File: src/rtl/serial_adder_ctrl.sv
`default_nettype none
// ============================================================================
// Module  : serial_adder_ctrl
// Purpose : Bit-serial WIDTH-bit adder: one full-adder cell plus a carry flop,
//           LSB-first shifting, WIDTH cycles per addition.
// Revision: 1.0 - initial release
// ============================================================================
module serial_adder_ctrl #(
  parameter int WIDTH = 8
) (
  input  logic             clk,
  input  logic             rst_n,
  input  logic             start,
  input  logic [WIDTH-1:0] a,
  input  logic [WIDTH-1:0] b,
  input  logic             cin,
  output logic             busy,
  output logic             done,
  output logic [WIDTH-1:0] sum,
  output logic             cout
);

  localparam int CNT_W = $clog2(WIDTH);
  localparam logic [CNT_W-1:0] C_LAST = CNT_W'(WIDTH - 1);

  typedef enum logic [1:0] {
    S_IDLE = 2'd0,
    S_ADD  = 2'd1,
    S_DONE = 2'd2
  } state_t;

  state_t           state_q;
  logic [WIDTH-1:0] a_q;
  logic [WIDTH-1:0] b_q;
  logic             c_q;
  logic [CNT_W-1:0] cnt_q;
  logic [WIDTH-1:0] shreg_q;
  logic [WIDTH-1:0] sum_q;
  logic             cout_q;

  // Full-adder cell fed from the operand LSBs and the carry flop.
  logic             s_d;
  logic             c_d;
  logic [WIDTH-1:0] shreg_d;

  assign s_d     = a_q[0] ^ b_q[0] ^ c_q;
  assign c_d     = (a_q[0] & b_q[0]) | (a_q[0] & c_q) | (b_q[0] & c_q);
  assign shreg_d = {s_d, shreg_q[WIDTH-1:1]};

  always_ff @(posedge clk) begin
    if (!rst_n) begin
      state_q <= S_IDLE;
      a_q     <= '0;
      b_q     <= '0;
      c_q     <= 1'b0;
      cnt_q   <= '0;
      shreg_q <= '0;
      sum_q   <= '0;
      cout_q  <= 1'b0;
    end else begin
      case (state_q)
        S_IDLE: begin
          if (start) begin
            a_q     <= a;
            b_q     <= b;
            c_q     <= cin;
            cnt_q   <= '0;
            state_q <= S_ADD;
          end
        end
        S_ADD: begin
          shreg_q <= shreg_d;
          a_q     <= a_q >> 1;
          b_q     <= b_q >> 1;
          c_q     <= c_d;
          cnt_q   <= cnt_q + CNT_W'(1);
          if (cnt_q == C_LAST) begin
            sum_q   <= shreg_d;
            cout_q  <= c_d;
            state_q <= S_DONE;
          end
        end
        S_DONE: begin
          state_q <= S_IDLE;
        end
        default: begin
          state_q <= S_IDLE;
        end
      endcase
    end
  end

  // Status is a pure state decode, so inputs never reach outputs combinationally.
  assign busy = (state_q != S_IDLE);
  assign done = (state_q == S_DONE);
  assign sum  = sum_q;
  assign cout = cout_q;

endmodule
`default_nettype wire

File: config.mk
export PLATFORM = sky130hd
export DESIGN_NAME = serial_adder_ctrl
export DESIGN_NICKNAME = d
export VERILOG_FILES = /design/src/rtl/serial_adder_ctrl.sv
export SDC_FILE = /design/constraint.sdc
export NUM_CORES = 1
export LEC_CHECK = 0
export BUFFER_PORTS_ARGS = -buffer_cell sky130_fd_sc_hd__buf_2
export CORE_MARGIN = 4
export CORE_UTILIZATION = 39
export CTS_BUF_LIST = sky130_fd_sc_hd__clkbuf_16
export CTS_CLUSTER_DIAMETER = 200
export DETAILED_ROUTE_END_ITERATION = 12
export SYNTH_ARGS = -nofsm -noshare
export SYNTH_HDL_FRONTEND = slang
export SYNTH_SLANG_ARGS = --single-unit
File: constraint.sdc
create_clock -name clk -period 1.3 [get_ports clk]
set_input_delay 0.065 -clock clk [delete_from_list [all_inputs] [get_ports clk]]
set_output_delay 0.065 -clock clk [all_outputs]
set_load 0.1 [all_outputs]
==> flow_metrics.env, run 1 <==
export IMPL_cts_max_level=2
export IMPL_drv_cap=0
export IMPL_cts_max_path_buffers=2
export IMPL_clock_latency_ns=0.28
export IMPL_postCtsHoldBufs=0
export IMPL_p_per_area_mw_per_mm2=1306
export IMPL_synth_seq_area_share_pct=46.95
export IMPL_dp_hpwl_um=2371
export IMPL_placed_area_mm2=0.001907
export IMPL_ys_warn_count=0
export IMPL_yosys_cell_types_count=26
export IMPL_finalSetupViolCount=0
export IMPL_period_minus_slack_ns=1.245
export IMPL_power_switching_mw=0.6448
export IMPL_async_reset_ff_share_pct=0
export IMPL_worst_ep_arrival_time_ns=1.45
export IMPL_drc=0
export IMPL_synth_simple_gate_area_share_pct=20.85
export IMPL_crit_path_max_fanout=9
export IMPL_fin_nets=228
export IMPL_grt_pass1_wl_um=5865
export IMPL_crit_family="adder cells"
export IMPL_setup_tns_final_ns=0
export IMPL_multi_input_area_um2=784.5
export IMPL_wl_per_cell_um=13.27
export IMPL_grt_use_total_pct=14.59
export IMPL_initial_core_util_pct=40.51
export IMPL_path_class="reg -> reg"
export IMPL_area_growth_pct=28.34
export IMPL_fillers=374
export IMPL_reg2reg_from="cnt_q[0]$_SDFFE_PN0P_"
export IMPL_r2r_slack_ns=0.06
export IMPL_ir_drop_mv=0.8590
export IMPL_cp_cell_sequence="ha_1 > ha_1 > nand3b_1 > buf_12 > nand2_1 > a21boi_1"
export IMPL_cts_made_buffers=5
export IMPL_reg2reg_to="sum[3]$_SDFFE_PN0P_"
export IMPL_root_buffer="clkbuf_16"
export IMPL_grt_pass1_vias=1303
export IMPL_start_kind="flip-flop"
export IMPL_cp_required_ns=1.50
export IMPL_row_count=23
export IMPL_synthTopCellsByArea="dfxtp_1 (47%), o221ai_2 (9.3%), a21boi_0 (7.4%)"
export IMPL_max_stage_delay_ns=0.32
export IMPL_seq_power_share_pct=46.4
export IMPL_die_w_um=72.46
export IMPL_finalHoldViolCount=0
export IMPL_crit_path_top_delay_cell="dfxtp_2"
export IMPL_grt_overflow=0
export IMPL_p_int_mw=2.071
export IMPL_dr_pass1_iters=3
export IMPL_path_clk_slew_ns=0.05
export IMPL_synth_compound_area_share_pct=22.32
export IMPL_worstSetupPathDepth=6
export IMPL_vias=1288
export IMPL_grt_max_degree=39
export IMPL_synth_area_mm2=0.001620
export IMPL_min_path_type="in -> reg"
export IMPL_seqCellArea_um2=762.0
export IMPL_tritoncts="built"
export IMPL_max_freq_mhz=803.5
export IMPL_synthMuxAreaShare_pct=1.236
export IMPL_globalplace_congestion=0.7514
export IMPL_vias_per_cell=5.031
export IMPL_dominantRegCellSynth="dfxtp_1"
export IMPL_final_antenna_net_count=0
export IMPL_synth_xor_area_share_pct=0
export IMPL_slew_viol_final=0
export IMPL_yosysTopAreaCellShare_pct=46.95
export IMPL_numPortBuffers=30
export IMPL_cp_end_kind="flip-flop"
export IMPL_power_leakage_nw=0.8323
export IMPL_synth_adder_area_share_pct=2.780
export IMPL_drive_above_1_share_pct=31.07
export IMPL_crit_buf_inv=1
export IMPL_synth_top_family_by_area="compound AO/OA/AOI/OAI gates"
export IMPL_share_comb_of_total_power_pct=11.9
export IMPL_core_area_mm2=0.004000
export IMPL_max_slew_margin_pct=67.70
export IMPL_clock_sinks=38
export IMPL_r2r_cells=6
export IMPL_synth_area_per_cell_um2=9.475
export IMPL_route_final_wire_length_um=3396
export IMPL_swShare_pct=23.74
export IMPL_synth_edf_count=0
export IMPL_syn_inst=171
export IMPL_dieArea_mm2=0.005250
export IMPL_fin_area_mm2=0.002079
export IMPL_rsz0062_at_grt="true"
export IMPL_yosysMostFrequentCell="dfxtp_1"
export IMPL_crit_end="sum[3]$_SDFFE_PN0P_"
export IMPL_critPathLaunch="cnt_q[0]$_SDFFE_PN0P_"
export IMPL_antenna_found_initial=0
export IMPL_io_pin_count=31
export IMPL_clock_skew_ns=0.002263
export IMPL_worst_pin_slew_ns=0.4878
export IMPL_status="complete, no violations"
export IMPL_num_antenna_cells=0
export IMPL_synth_seq_cells=38
export IMPL_synth_fp_nets=194
export IMPL_drt_iter0_drc=24
export IMPL_synth_top_cells_by_count="dfxtp_1 (38), nor2_1 (30), nand2_1 (23)"
export IMPL_die_height_um=72.46
export IMPL_crit_path_frequent_cell="ha_1"
export IMPL_clkPwrFrac_pct=41.7
export IMPL_period_share_pct=95.73
export IMPL_synth_top_area_cell="dfxtp_1"
[placed cells by master (no fill, tap or decap), drive strengths merged]
cell and count:
nor2 30, inv 2, and3 1, buf 41
a21boi 16, or3b 1, a22oi 4, nand2 23
ha 2, clkbuf 5, o21ba 1, nand2b 1
nand3b 1, dfxtp 38, or2 1, clkinv 2
o21bai 1, nand3 9, nor2b 6, fa 1
nor3b 2, o221ai 15, mux2i 2, and2 1
[cell families (layout without fill, tap and decap cells)]
| group | count (synthesis) | after routing |
|---|---|---|
| AOI/OAI and AO/OA | 37 | 37 |
| muxes | 2 | 2 |
| and+or+nand+nor | 76 | 76 |
| buffers and inverters | 15 | 50 |
| DFF | 38 | 38 |
| adders and majority gates | 3 | 3 |
[routing by layer]
layer | up-vias | track usage (%) | routed length [µm]
met4 | 0 | 4.918 | 41
met1 | 604 | 16.77 | 1539
li1 | 657 | - | -
met2 | 23 | 25.08 | 1684
met3 | 4 | 5.263 | 130
met5 | - | 0 | 0
[through the flow]
step	total power [mW]	setup slack [ns]	hold WS [ns]	util, %	instances
floorplan	1.486	-0.04863	0.2491	-	171
global placement	1.574	0.005777	0.3471	47.67	248
detailed placement	1.591	-0.01544	0.3471	47.67	248
CTS	2.733	0.009175	0.05783	51.33	256
global route	2.829	-0.006306	0.09239	51.99	256
finish	2.715	0.05549	0.06180	51.99	256
[worst reg2reg max path, delay by kind of cell, from the launching register on]
family          cells  cell delay (ns)
compound gates      1             0.15
fa+ha+maj           2             0.39
buf+inv             1             0.13
flops               1             0.32
simple gates        2             0.18
[timing repair]
item,in CTS,in global routing
pin swaps,0,2
buffers inserted,0,0
endpoints found under the setup margin,3,22
resized for setup,3,14
[flip-flops by register name, indices dropped and copies added (netlist names)]
name,cells
cout,1
sum,8
c_q,1
a_q,8
cnt_q,3
b_q,8
state_q,2
shreg_q,7
[final cells by class]
cell class	instances	area share, %
multi-input combinational	118	37.73
sequential	38	36.64
timing repair buffer	41	15.82
clock buffer	5	6.017
tap	50	3.008
clock inverter	3	0.6017
inverter	1	0.1805
[power groups by stage]
stage	Clock (mW)	Sequential, mW	Combinational [mW]
floorplan	0	1.27	0.212
global placement	0	1.28	0.295
detailed placement	0	1.28	0.308
CTS	1.16	1.26	0.315
global route	1.21	1.27	0.358
finish	1.13	1.26	0.323
[worst min path at each step]
stage | start | to | depth (start not counted)
CTS | b[7] | b_q[7]$_SDFFE_PN0P_ | 3
global route | b[7] | b_q[7]$_SDFFE_PN0P_ | 3
finish | b[7] | b_q[7]$_SDFFE_PN0P_ | 3
global placement | a[7] | a_q[7]$_SDFFE_PN0P_ | 3
detailed placement | b[7] | b_q[7]$_SDFFE_PN0P_ | 3
floorplan | a[7] | a_q[7]$_SDFFE_PN0P_ | 2
No activity file was read; power rests on OpenSTA's default activity.
==> run 2: changes to the inputs <==
Settings changed: MAX_ROUTING_LAYER set to met4.
==> flow_metrics.env, run 2 (synthesis results as in run 1) <==
export IMPL_status="complete, no violations"
export IMPL_grt_max_degree=39
export IMPL_final_common_cell="dfxtp_1"
export IMPL_finalSetupViolCount=0
export IMPL_core_area_mm2=0.004000
export IMPL_mostFrequentLayoutCells="dfxtp_1 (37), nor2_1 (30), buf_2 (28)"
export IMPL_cts_setup_buffers=0
export IMPL_min_path_type="in -> reg"
export IMPL_die_height_um=72.46
export IMPL_placed_area_mm2=0.001907
export IMPL_rsz0062_at_grt="true"
export IMPL_p_per_area_mw_per_mm2=1305
export IMPL_numPortBuffers=30
export IMPL_cp_required_ns=1.50
export IMPL_row_count=23
export IMPL_power_leakage_nw=0.8323
export IMPL_crit_path_max_fanout=9
export IMPL_path_class="reg -> reg"
export IMPL_drc=0
export IMPL_worst_pin_slew_ns=0.4878
export IMPL_fin_area_mm2=0.002079
export IMPL_dieArea_mm2=0.005250
export IMPL_clock_sinks=38
export IMPL_globalplace_congestion=0.7610
export IMPL_die_w_um=72.46
export IMPL_worst_ep_arrival_time_ns=1.45
export IMPL_dp_hpwl_um=2371
export IMPL_drv_cap=0
export IMPL_antenna_found_initial=0
export IMPL_io_pin_count=31
export IMPL_wl_per_cell_um=13.18
export IMPL_period_share_pct=95.57
export IMPL_vias_per_cell=5.008
export IMPL_drive_above_1_share_pct=31.07
export IMPL_grt_overflow=0
export IMPL_setup_slack_ns=0.05760
export IMPL_start_kind="flip-flop"
export IMPL_dr_pass1_iters=4
export IMPL_max_freq_mhz=804.9
export IMPL_grt_pass1_wl_um=5865
export IMPL_slew_viol_final=0
export IMPL_area_growth_pct=28.34
export IMPL_cts_max_path_buffers=2
export IMPL_setup_tns_final_ns=0
export IMPL_path_clk_slew_ns=0.05
export IMPL_grt_pass1_vias=1308
export IMPL_fin_nets=228
export IMPL_cts_made_buffers=5
export IMPL_clock_latency_ns=0.28
export IMPL_root_buffer="clkbuf_16"
export IMPL_route_final_wire_length_um=3373
export IMPL_clock_skew_ns=0.002300
export IMPL_drt_iter0_drc=37
export IMPL_tritoncts="built"
export IMPL_cp_end_kind="flip-flop"
export IMPL_final_antenna_net_count=0
export IMPL_grt_use_total_pct=14.93
export IMPL_ir_drop_mv=0.8559
export IMPL_initial_core_util_pct=40.51
export IMPL_finalHoldViolCount=0
export IMPL_max_slew_margin_pct=67.70
export IMPL_num_antenna_cells=0
export IMPL_cts_max_level=2
export IMPL_dpl_worst_slack_ns=-0.01544
export IMPL_period_minus_slack_ns=1.242
export IMPL_vias=1282
run 2: cell type report:
cell class / instances / area (µm²)
clock buffer: 5 / 125.1
clock inverter: 3 / 12.51
fill: 374 / 1921
inverter: 1 / 3.754
multi-input combinational: 118 / 784.5
sequential: 38 / 762.0
tap: 50 / 62.56
timing repair buffer: 41 / 329.1
run 2: power by group:
group / internal, mW / leakage, nW / switching [mW]
registers: 1.22 / 0.311 / 0.0372
clock network: 0.692 / 0.0724 / 0.439
logic: 0.157 / 0.449 / 0.167
total: 2.07 / 0.832 / 0.642
run 2: worst paths after layout:
path | end | depth (start not counted) | slack, ns | startpoint
worst max-delay path | sum[3]$_SDFFE_PN0P_ | 6 | 0.06 | cnt_q[0]$_SDFFE_PN0P_
worst min-delay path | b_q[7]$_SDFFE_PN0P_ | 3 | 0.06 | b[7]
worst max register to register | sum[3]$_SDFFE_PN0P_ | 6 | 0.06 | cnt_q[0]$_SDFFE_PN0P_
worst min register to register | sum[1]$_SDFFE_PN0P_ | 2 | 0.45 | sum[1]$_SDFFE_PN0P_
run 2: metal layers:
metal	wire length (µm)	part of all wire [%]	up-vias	GRT usage [%]
met4	59	1.7	0	5.533
li1	-	-	658	-
met3	133	3.9	8	4.155
met2	1655	49	25	25.08
met5	0	0	-	-
met1	1525	45	591	16.94
run 2: stage by stage:
stage | hold slack [ns] | util, % | power (mW) | cells
6_report | 0.06205 | 51.99 | 2.713 | 256
5_1_grt | 0.09452 | 51.99 | 2.824 | 256
4_1_cts | 0.05783 | 51.33 | 2.733 | 256
3_5_place_dp | 0.3471 | 47.67 | 1.591 | 248
3_3_place_gp | 0.3471 | 47.67 | 1.574 | 248
2_1_floorplan | 0.2491 | - | 1.486 | 171
run 2: critical path: stages (launching register included):
cell and delay [ns]:
dfxtp_2 0.32, ha_1 0.20, ha_1 0.19, nand3b_1 0.13, buf_12 0.13, nand2_1 0.05
a21boi_1 0.15
run 2: what timing repair did:
action | CTS | global route
gates resized for setup | 3 | 14
hold buffers | 0 | 0
endpoints found under the setup margin | 3 | 22
pin swaps | 0 | 2
